$ cat config.mk
export PLATFORM = sky130hd
export DESIGN_NAME = fifo_reader
export DESIGN_NICKNAME = d
export VERILOG_FILES = /design/src/rtl/shared_pkg.sv /design/src/rtl/fifo_reader_obuf.sv /design/src/rtl/fifo_reader.sv
export SDC_FILE = /design/constraint.sdc
export NUM_CORES = 1
export LEC_CHECK = 0
export CAP_MARGIN = 5
export CORE_ASPECT_RATIO = 2
export CORE_MARGIN = 8
export CORE_UTILIZATION = 45
export DETAILED_ROUTE_END_ITERATION = 16
export PLACE_DENSITY = 0.81
export SLEW_MARGIN = 10
export SYNTH_ARGS = -nofsm -noshare
export SYNTH_HDL_FRONTEND = slang
export SYNTH_SLANG_ARGS = --single-unit
$ cat constraint.sdc
create_clock -name clk -period 6.6 [get_ports clk]
set_clock_uncertainty 0.05 [all_clocks]
set_input_delay 1.98 -clock clk [delete_from_list [all_inputs] [get_ports clk]]
set_output_delay 1.98 -clock clk [all_outputs]
set_load 0.01 [all_outputs]
$ cat src/rtl/shared_pkg.sv
// ----------------------------------------------------------------------------
// shared_pkg
//   Common types and constants for the FIFO read-side controller.
//   FIFO_WIDTH  : data word width of the FIFO and of the output stream
//   OBUF_DEPTH  : entries in the read-latency absorbing output buffer
//   fifo_word_t : one FIFO data word
//   obuf_ptr_t  : output-buffer pointer (index bits plus one wrap bit)
//   obuf_occ_t  : output-buffer occupancy, 0..OBUF_DEPTH
// ----------------------------------------------------------------------------
package shared_pkg;

  localparam int FIFO_WIDTH = 16;
  localparam int OBUF_DEPTH = 2;
  localparam int OBUF_AW    = $clog2(OBUF_DEPTH);

  typedef logic [FIFO_WIDTH-1:0] fifo_word_t;
  typedef logic [OBUF_AW:0]      obuf_ptr_t;
  typedef logic [OBUF_AW:0]      obuf_occ_t;

  // Words that will occupy the output buffer once this cycle's in-flight
  // capture and pop have both taken effect. One extra bit of headroom keeps
  // occ + inflight from wrapping.
  function automatic logic [OBUF_AW+1:0] credit_used(input obuf_occ_t occ,
                                                     input logic      inflight,
                                                     input logic      pop);
    logic [OBUF_AW+1:0] sum;
    sum = {1'b0, occ} + {{(OBUF_AW+1){1'b0}}, inflight} - {{(OBUF_AW+1){1'b0}}, pop};
    return sum;
  endfunction

endpackage

$ cat src/rtl/fifo_reader_obuf.sv
// ----------------------------------------------------------------------------
// fifo_reader_obuf
//   Small register FIFO holding words returned by the upstream FIFO until the
//   downstream consumer accepts them. Pointers carry a wrap bit so that the
//   full and empty cases are distinguished by subtraction alone.
//   clk         : clock
//   rst         : synchronous active-high reset (clears pointers and storage)
//   push_i      : write push_data_i at the tail
//   push_data_i : word to store
//   pop_i       : retire the head entry
//   occ_o       : number of stored words
//   head_data_o : word at the head (zero after reset)
// ----------------------------------------------------------------------------
module fifo_reader_obuf
  import shared_pkg::*;
(
  input  logic       clk,
  input  logic       rst,
  input  logic       push_i,
  input  fifo_word_t push_data_i,
  input  logic       pop_i,
  output obuf_occ_t  occ_o,
  output fifo_word_t head_data_o
);

  fifo_word_t mem_q [OBUF_DEPTH];
  obuf_ptr_t  wr_ptr_q, wr_ptr_d;
  obuf_ptr_t  rd_ptr_q, rd_ptr_d;

  always_comb begin
    wr_ptr_d = wr_ptr_q;
    rd_ptr_d = rd_ptr_q;
    if (push_i) wr_ptr_d = wr_ptr_q + obuf_ptr_t'(1);
    if (pop_i)  rd_ptr_d = rd_ptr_q + obuf_ptr_t'(1);
  end

  always_ff @(posedge clk) begin
    if (rst) begin
      wr_ptr_q <= '0;
      rd_ptr_q <= '0;
      for (int i = 0; i < OBUF_DEPTH; i++) begin
        mem_q[i] <= '0;
      end
    end else begin
      wr_ptr_q <= wr_ptr_d;
      rd_ptr_q <= rd_ptr_d;
      if (push_i) begin
        mem_q[wr_ptr_q[OBUF_AW-1:0]] <= push_data_i;
      end
    end
  end

  assign occ_o       = wr_ptr_q - rd_ptr_q;
  assign head_data_o = mem_q[rd_ptr_q[OBUF_AW-1:0]];

endmodule

$ cat src/rtl/fifo_reader.sv
// ----------------------------------------------------------------------------
// fifo_reader
//   Drains a synchronous FIFO through its read port and re-presents the words
//   as a valid/ready stream. The FIFO's one-cycle read latency is absorbed by
//   a 2-entry output buffer, giving one word per clock in steady state.
//   Also keeps a count of delivered words and a sticky underflow flag.
//   clk            : clock, all logic on posedge
//   rst            : synchronous active-high reset
//   en             : allow new FIFO reads (buffered/in-flight words still drain)
//   empty          : FIFO empty flag
//   underflow      : FIFO underflow pulse
//   data_out       : FIFO read data, valid the cycle after an accepted rd_en
//   rd_en          : FIFO read request
//   m_valid        : output word valid
//   m_ready        : downstream accept
//   m_data         : output word (registered buffer head)
//   rd_count       : words delivered downstream, wraps
//   underflow_seen : sticky underflow indication, cleared only by rst
// ----------------------------------------------------------------------------
module fifo_reader
  import shared_pkg::*;
#(
  parameter int CNT_WIDTH = 32
) (
  input  logic                 clk,
  input  logic                 rst,
  input  logic                 en,
  input  logic                 empty,
  input  logic                 underflow,
  input  fifo_word_t           data_out,
  output logic                 rd_en,
  output logic                 m_valid,
  input  logic                 m_ready,
  output fifo_word_t           m_data,
  output logic [CNT_WIDTH-1:0] rd_count,
  output logic                 underflow_seen
);

  logic                 inflight_q, inflight_d;
  logic [CNT_WIDTH-1:0] rd_count_q, rd_count_d;
  logic                 uf_seen_q, uf_seen_d;

  obuf_occ_t            occ;
  fifo_word_t           head_data;
  logic                 pop;
  logic [OBUF_AW+1:0]   used;

  fifo_reader_obuf u_obuf (
    .clk         (clk),
    .rst         (rst),
    .push_i      (inflight_q),
    .push_data_i (data_out),
    .pop_i       (pop),
    .occ_o       (occ),
    .head_data_o (head_data)
  );

  assign m_valid = (occ != '0);
  assign m_data  = head_data;
  assign pop     = m_valid && m_ready;

  // A read is only issued when the word it returns is guaranteed a buffer
  // slot, counting the word already in flight and any pop this cycle. rst is
  // folded in so no read escapes while the FIFO is being reset alongside.
  always_comb begin
    used  = credit_used(occ, inflight_q, pop);
    rd_en = !rst && en && !empty && (used < (OBUF_AW+2)'(OBUF_DEPTH));
  end

  always_comb begin
    inflight_d = rd_en;
    rd_count_d = rd_count_q + CNT_WIDTH'(pop);
    uf_seen_d  = uf_seen_q | underflow;
  end

  always_ff @(posedge clk) begin
    if (rst) begin
      inflight_q <= 1'b0;
      rd_count_q <= '0;
      uf_seen_q  <= 1'b0;
    end else begin
      inflight_q <= inflight_d;
      rd_count_q <= rd_count_d;
      uf_seen_q  <= uf_seen_d;
    end
  end

  assign rd_count       = rd_count_q;
  assign underflow_seen = uf_seen_q;

endmodule

* Yosys cells after proc, flatten, opt, wreduce, memory -nomap -nowiden
Memory sizes are Yosys's and may differ from the RTL's. A register that Yosys moved wholly into a read port is not among the register bits. Index checks and enable logic that the tools add are counted. Widths: inputs -> output; s select.
Word-level totals: memory bits (writable) 32, memories kept 1, logic and storage cells 32, bits in registers 38
Memory list:
- u_obuf.mem_q | words 2, bits a word 16, rd ports 1, clocked after memory_dff 1, wr ports 2, RTL line fifo_reader_obuf.sv:26 | fifo_word_t mem_q [OBUF_DEPTH];
Cells by class: magnitude comparators 1, $add $sub $neg 6, bitwise gates (word level) 1, reductions and logical operators 8, muxes and demuxes 10
Operators with widths (number):
- $add 32x1->32 | 1
- $mux 16 | 1
- $reduce_or 16->1 | 1
- $mux 1 | 9
- $add 2x1->2 const B | 2
- $logic_and 1x1->1 | 4
- $add 2x1->3 | 1
- $lt 3x2->1 const B | 1
- $sub 3x1->3 | 1
- $logic_not 1->1 | 2
- $reduce_bool 2->1 | 1
- $sub 2x2->2 | 1
- $or 1x1->1 | 1

* Longest topological paths before layout
depth in word-level cells 6, mapped depth 10

* Cells and area by module
A second synthesis with hierarchy kept.
Second synthesis, totals: cells, all modules 309, area total of the unflattened synthesis 3326.9 µm²
By module, submodules not included:
- fifo_reader | sequential area each 680.7 µm², area an instance 1666.6 µm², instances 1, cells an instance 181
- fifo_reader_obuf | sequential area each 1061.0 µm², area an instance 1660.3 µm², instances 1, cells an instance 128

* Least setup slack after synthesis
OpenSTA, ideal clock, no wires.
path type input to output, start input m_ready, end output rd_en, stages on the path 6, buffers on the path 0, path slack 785 ps, data required time 4570 ps, arrival time 3785 ps, cell sequence a21boi_0 > ha_1 > nand2b_1 > fa_1 > nor4bb_1 > and2_1
Between the ends: word-level cells in the longest chain between the ends 4
Ends and longest elaborated chain:
- start, declared | RTL line fifo_reader.sv:33 | input logic m_ready,
- $logic_and 1x1->1 | RTL line fifo_reader.sv:60 | assign pop = m_valid && m_ready;
- $sub 3x1->3 | RTL line shared_pkg.sv:27 | sum = {1'b0, occ} + {{(OBUF_AW+1){1'b0}}, inflight} - {{(OBUF_AW+1){1'b0}}, pop};
- $lt 3x2->1 | RTL line fifo_reader.sv:67 | rd_en = !rst && en && !empty && (used < (OBUF_AW+2)'(OBUF_DEPTH));
- $logic_and 1x1->1 | RTL line fifo_reader.sv:67
- end, declared | RTL line fifo_reader.sv:31 | output logic rd_en,
Every way passes these cells.

* Worst setup path in the final report
start input m_ready, end output rd_en
Between the ends: word-level cells in the longest chain between the ends 4
Ends and longest elaborated chain:
- $logic_and 1x1->1 | RTL line fifo_reader.sv:60
- via pop | RTL line fifo_reader.sv:45 | logic pop;
- $sub 3x1->3 | RTL line shared_pkg.sv:27
- $lt 3x2->1 | RTL line fifo_reader.sv:67
- $logic_and 1x1->1 | RTL line fifo_reader.sv:67
The timed path passes the listed nets, and every way through them passes these cells.

==> metrics list <==
* Placed instance area: 3990 µm²
- Portion of total power attributed to the clock network: 0.405
* Switching fraction of total power: 0.224
- The net count of the finished layout is 396.
- Cells taking the most area after synthesis: edfxtp_1 30%, dfxtp_1 24%, and2_1 6.7%
- After synthesis, the mean cell area works out to 10.8 µm².
- The die covers 10200 µm².
* Internal power: 865 µW
* Setup repair after global routing missed its margin: no
- Number of levels in the clock H-tree: 3
- Area of the mapped netlist: 3190 µm²
* Number of distinct standard cells referenced by the synthesized netlist: 31
* Routed wirelength normalized by instance count: 15.3 µm
- In this run the number of cells on the critical path is 8.
- The worst hold path passes through 2 cells.
- Number of standard cells after synthesis: 296
- Of the total power, registers draw 0.450.
* Routed WL: 7.08 mm
- Worst-case clock buffer depth: 2
- For this run, design rule violations remaining after detail routing come to 0.
* Post-Place Worst Slack: -0.0215 ns
- On the final layout, the worst hold slack is 0.426 ns.
* Post CTS Setup Buffer Count: 0
- For the worst setup path, the data required time is 4.57 ns.
- Share of power burned in combinational logic: 0.145
- Clock transition at the register clock pins on the worst setup and hold paths after CTS: approximately 0.05 ns
* Post-synthesis sequential element count: 71
- Area growth from synthesis to layout: 34.5%
- STA classifies the critical path endpoint as an output pin.
- The most common cell in the synthesized netlist is dfxtp_1.
* Drt pass-1 iters: 4
- Port buffering added 72 buffers.
- Number of max-capacitance violations reported: 0
- Measured in cells, the most critical reg-to-reg path has a length of 10.
* Fmax: 155 MHz
- The tree is rooted in a clkbuf_16.
* Worst path most repeated cell: clkdlybuf4s50_1
* Ys Warns: 0
- Count of standard-cell rows: 43
- Hold Vio Cnt, Final: 0
- The finished cells cover 4290 µm².
- The share of the Yosys chip area taken by registers is 0.546.
- Sequential cell area in the final layout: 1740 µm²
* Placed cells: between 400 and 500
- CTS saw 71 sinks.
- Cell Chain, Critical Path: clkdlybuf4s50_1 > a21boi_2 > ha_1 > nand2b_1 > fa_1 > nor4bb_2 > and2_1 > clkdlybuf4s50_1
* Total I/O pin count: 73
* Vias/cell: 5.21
* Buf+Inv Stages, Crit Path: 2
- Worst Hold Class: flop to flop
* Top cell type's share of synthesized area: 0.301
* Critical path's top delay family: buffers and inverters
- Most common library cells after synthesis: 39 x dfxtp_1, 34 x and2_1, 32 x edfxtp_1
- When the netlist entered floorplanning its net count stood at ~320.
- Maximum VDD drop: between 0.00015 and 0.0002 V
- The detailed router finished its first iteration with 80 violations.
- For this design the static power due to leakage is 0.00147 µW.
- Actual slew at the worst max-slew pin: 0.889 ns
- Weighted congestion at the end of routability-driven global placement: between 0.7 and 0.8
- The initial utilization of the core area, before any placement, comes to 0.463.
* Source-to-sink clock delay at the later pin of the worst-skew pair: 0.33 ns
- Worst slew margin relative to its limit: 0.405
* Antenna violations before repair: 0
- Result of the run: completed
* Die H: 135 µm
* Pin count of the biggest net entering global routing: 45
* Total count of max-transition violations in the final report: 0
- Counting flops with an async set or reset pin after synthesis yields a share of 0.
- Global-route wire length before repair: 11.2 mm
* Fraction of layout cells with a size suffix above 1: 0.104
* Ratio of final minimum period to clock period: 0.978
- Cell area power density: 260 nW/µm²
* Max stage delay on crit path: 0.53 ns
* Width of the chip: 75.5 µm
- Number of fillers in the final layout: about 600
- 0 antenna diodes ended up in the layout.
* Number of CTS-inserted buffers: 9
- Final number of setup-violating endpoints: 0
- Summed over all layers, the global routing overflow is 0.
- Area of the multi-input gates: ~1400 µm²
- The most used flip-flop cell after synthesis is dfxtp_1.
- TritonCTS built the clock tree.
* Post-route minimum period: between 6 and 7 ns
- In this run the worst path has a maximum fanout of 2.
- The critical path is of the input port to output pin type.
- For this block, the via count after detailed routing is 2419.
* Final ANT Viol Nets: 0
- Switching component of the power: 250 µW
- At the worst endpoint, the arrival time is 4.42 ns.
- Excluding fillers, the count of instances in the completed layout stands at ~460.
- Overall global routing resource usage: 0.145
* Critical path's slowest cell: clkdlybuf4s50_1
- Setup total negative slack on the finished layout was measured at 0 ns.
- In this run, synthesis inferred 32 flip-flops with an integrated enable.
* Setup crit start kind: input port
- Vias in the first global route: 2408
- edfxtp_1 takes more of the synthesized area than any other cell.
- In this run the standard cell core region covers 6890 µm².
* Total half-perimeter wirelength after legalization and detailed placement: 5.18 mm
* Setup ws final: ~0.15 ns
## final timing paths
check,start,end,slack (ns)
max,m_ready,rd_en,0.15
min,underflow_seen,underflow_seen,0.43
max reg2reg,u_obuf.wr_ptr_q[0],rd_count[30],3.31
min reg2reg,underflow_seen,underflow_seen,0.43
## kinds of logic (layout without fill, tap and decap cells)
logic type / after synthesis / after routing / share of synthesized area
compound gates: 38 / 38 / 0.0667
simple gates: 130 / 130 / 0.236
buf+inv: 18 / 96 / 0.0216
flops: 71 / 71 / 0.546
xor+xnor: 16 / 16 / 0.0440
mux: 18 / 18 / 0.0636
fa+ha+maj: 5 / 5 / 0.0220
## power by group through the flow
stage	clock network [µW]	registers (µW)	logic, µW
4_1_cts	459	503	164
3_3_place_gp	0	510	158
3_5_place_dp	0	512	163
5_1_grt	476	506	176
6_report	452	502	162
2_1_floorplan	0	501	90.4
## area by class of cell
class | instances | area share
clock inverters | 3 | 0.00379
well taps | 90 | 0.0263
flip-flops and latches | 71 | 0.406
clock buffers | 13 | 0.0630
repair buffers | 74 | 0.172
multi-input cells | 207 | 0.324
inverters | 6 | 0.00525
## worst reg2reg max path, delay by kind of cell, from the launching register on
family	cells	cell delay (ns)
AND/OR/NAND/NOR	3	1.44
flip-flops	1	0.35
AO/OA/AOI/OAI	2	0.30
buffers and inverters	2	0.22
adder cells (fa/ha/maj)	3	0.87
## cell usage in the layout, fill, tap and decap left out, drive strengths merged
| master | instances |
|---|---|
| nand2b | 4 |
| inv | 7 |
| mux2 | 18 |
| clkinv | 2 |
| xnor2 | 13 |
| nand3b | 1 |
| or3 | 12 |
| nor2 | 21 |
| a21boi | 1 |
| nor4 | 4 |
| o21ai | 11 |
| nor2b | 4 |
| or4 | 10 |
| nor3 | 4 |
| clkbuf | 13 |
| fa | 1 |
| buf | 2 |
| dfxtp | 39 |
| a21oi | 19 |
| o31ai | 6 |
| nand3 | 11 |
| nor4bb | 1 |
| and4 | 3 |
| edfxtp | 32 |
| and2 | 34 |
| nand4 | 9 |
| xor2 | 3 |
| a21bo | 1 |
| ha | 4 |
| nand2 | 12 |
| clkdlybuf4s50 | 72 |
## stage by stage
step,total power [µW],utilization
2_1_floorplan,592,-
6_report,1120,0.622
5_1_grt,1160,0.622
4_1_cts,1130,0.621
3_3_place_gp,668,0.579
3_5_place_dp,674,0.579
## registers in the layout (all words and copies together) (netlist names), named ones only
name             cells
u_obuf.rd_ptr_q      2
u_obuf.wr_ptr_q      2
underflow_seen       1
rd_count            32
u_obuf.mem_q        32
inflight_q           1
## timing repair
action	CTS	global route
hold buffers	0	0
setup endpoints to repair	1	1
gates resized for setup	1	2
## metal layers
layer | global-route usage | part of all wire
met1 | 0.141 | 0.37
met2 | 0.254 | 0.54
met5 | 0 | 0
met4 | 0.0754 | 0.024
met3 | 0.0483 | 0.065
Power figures use the tool's default switching activity.
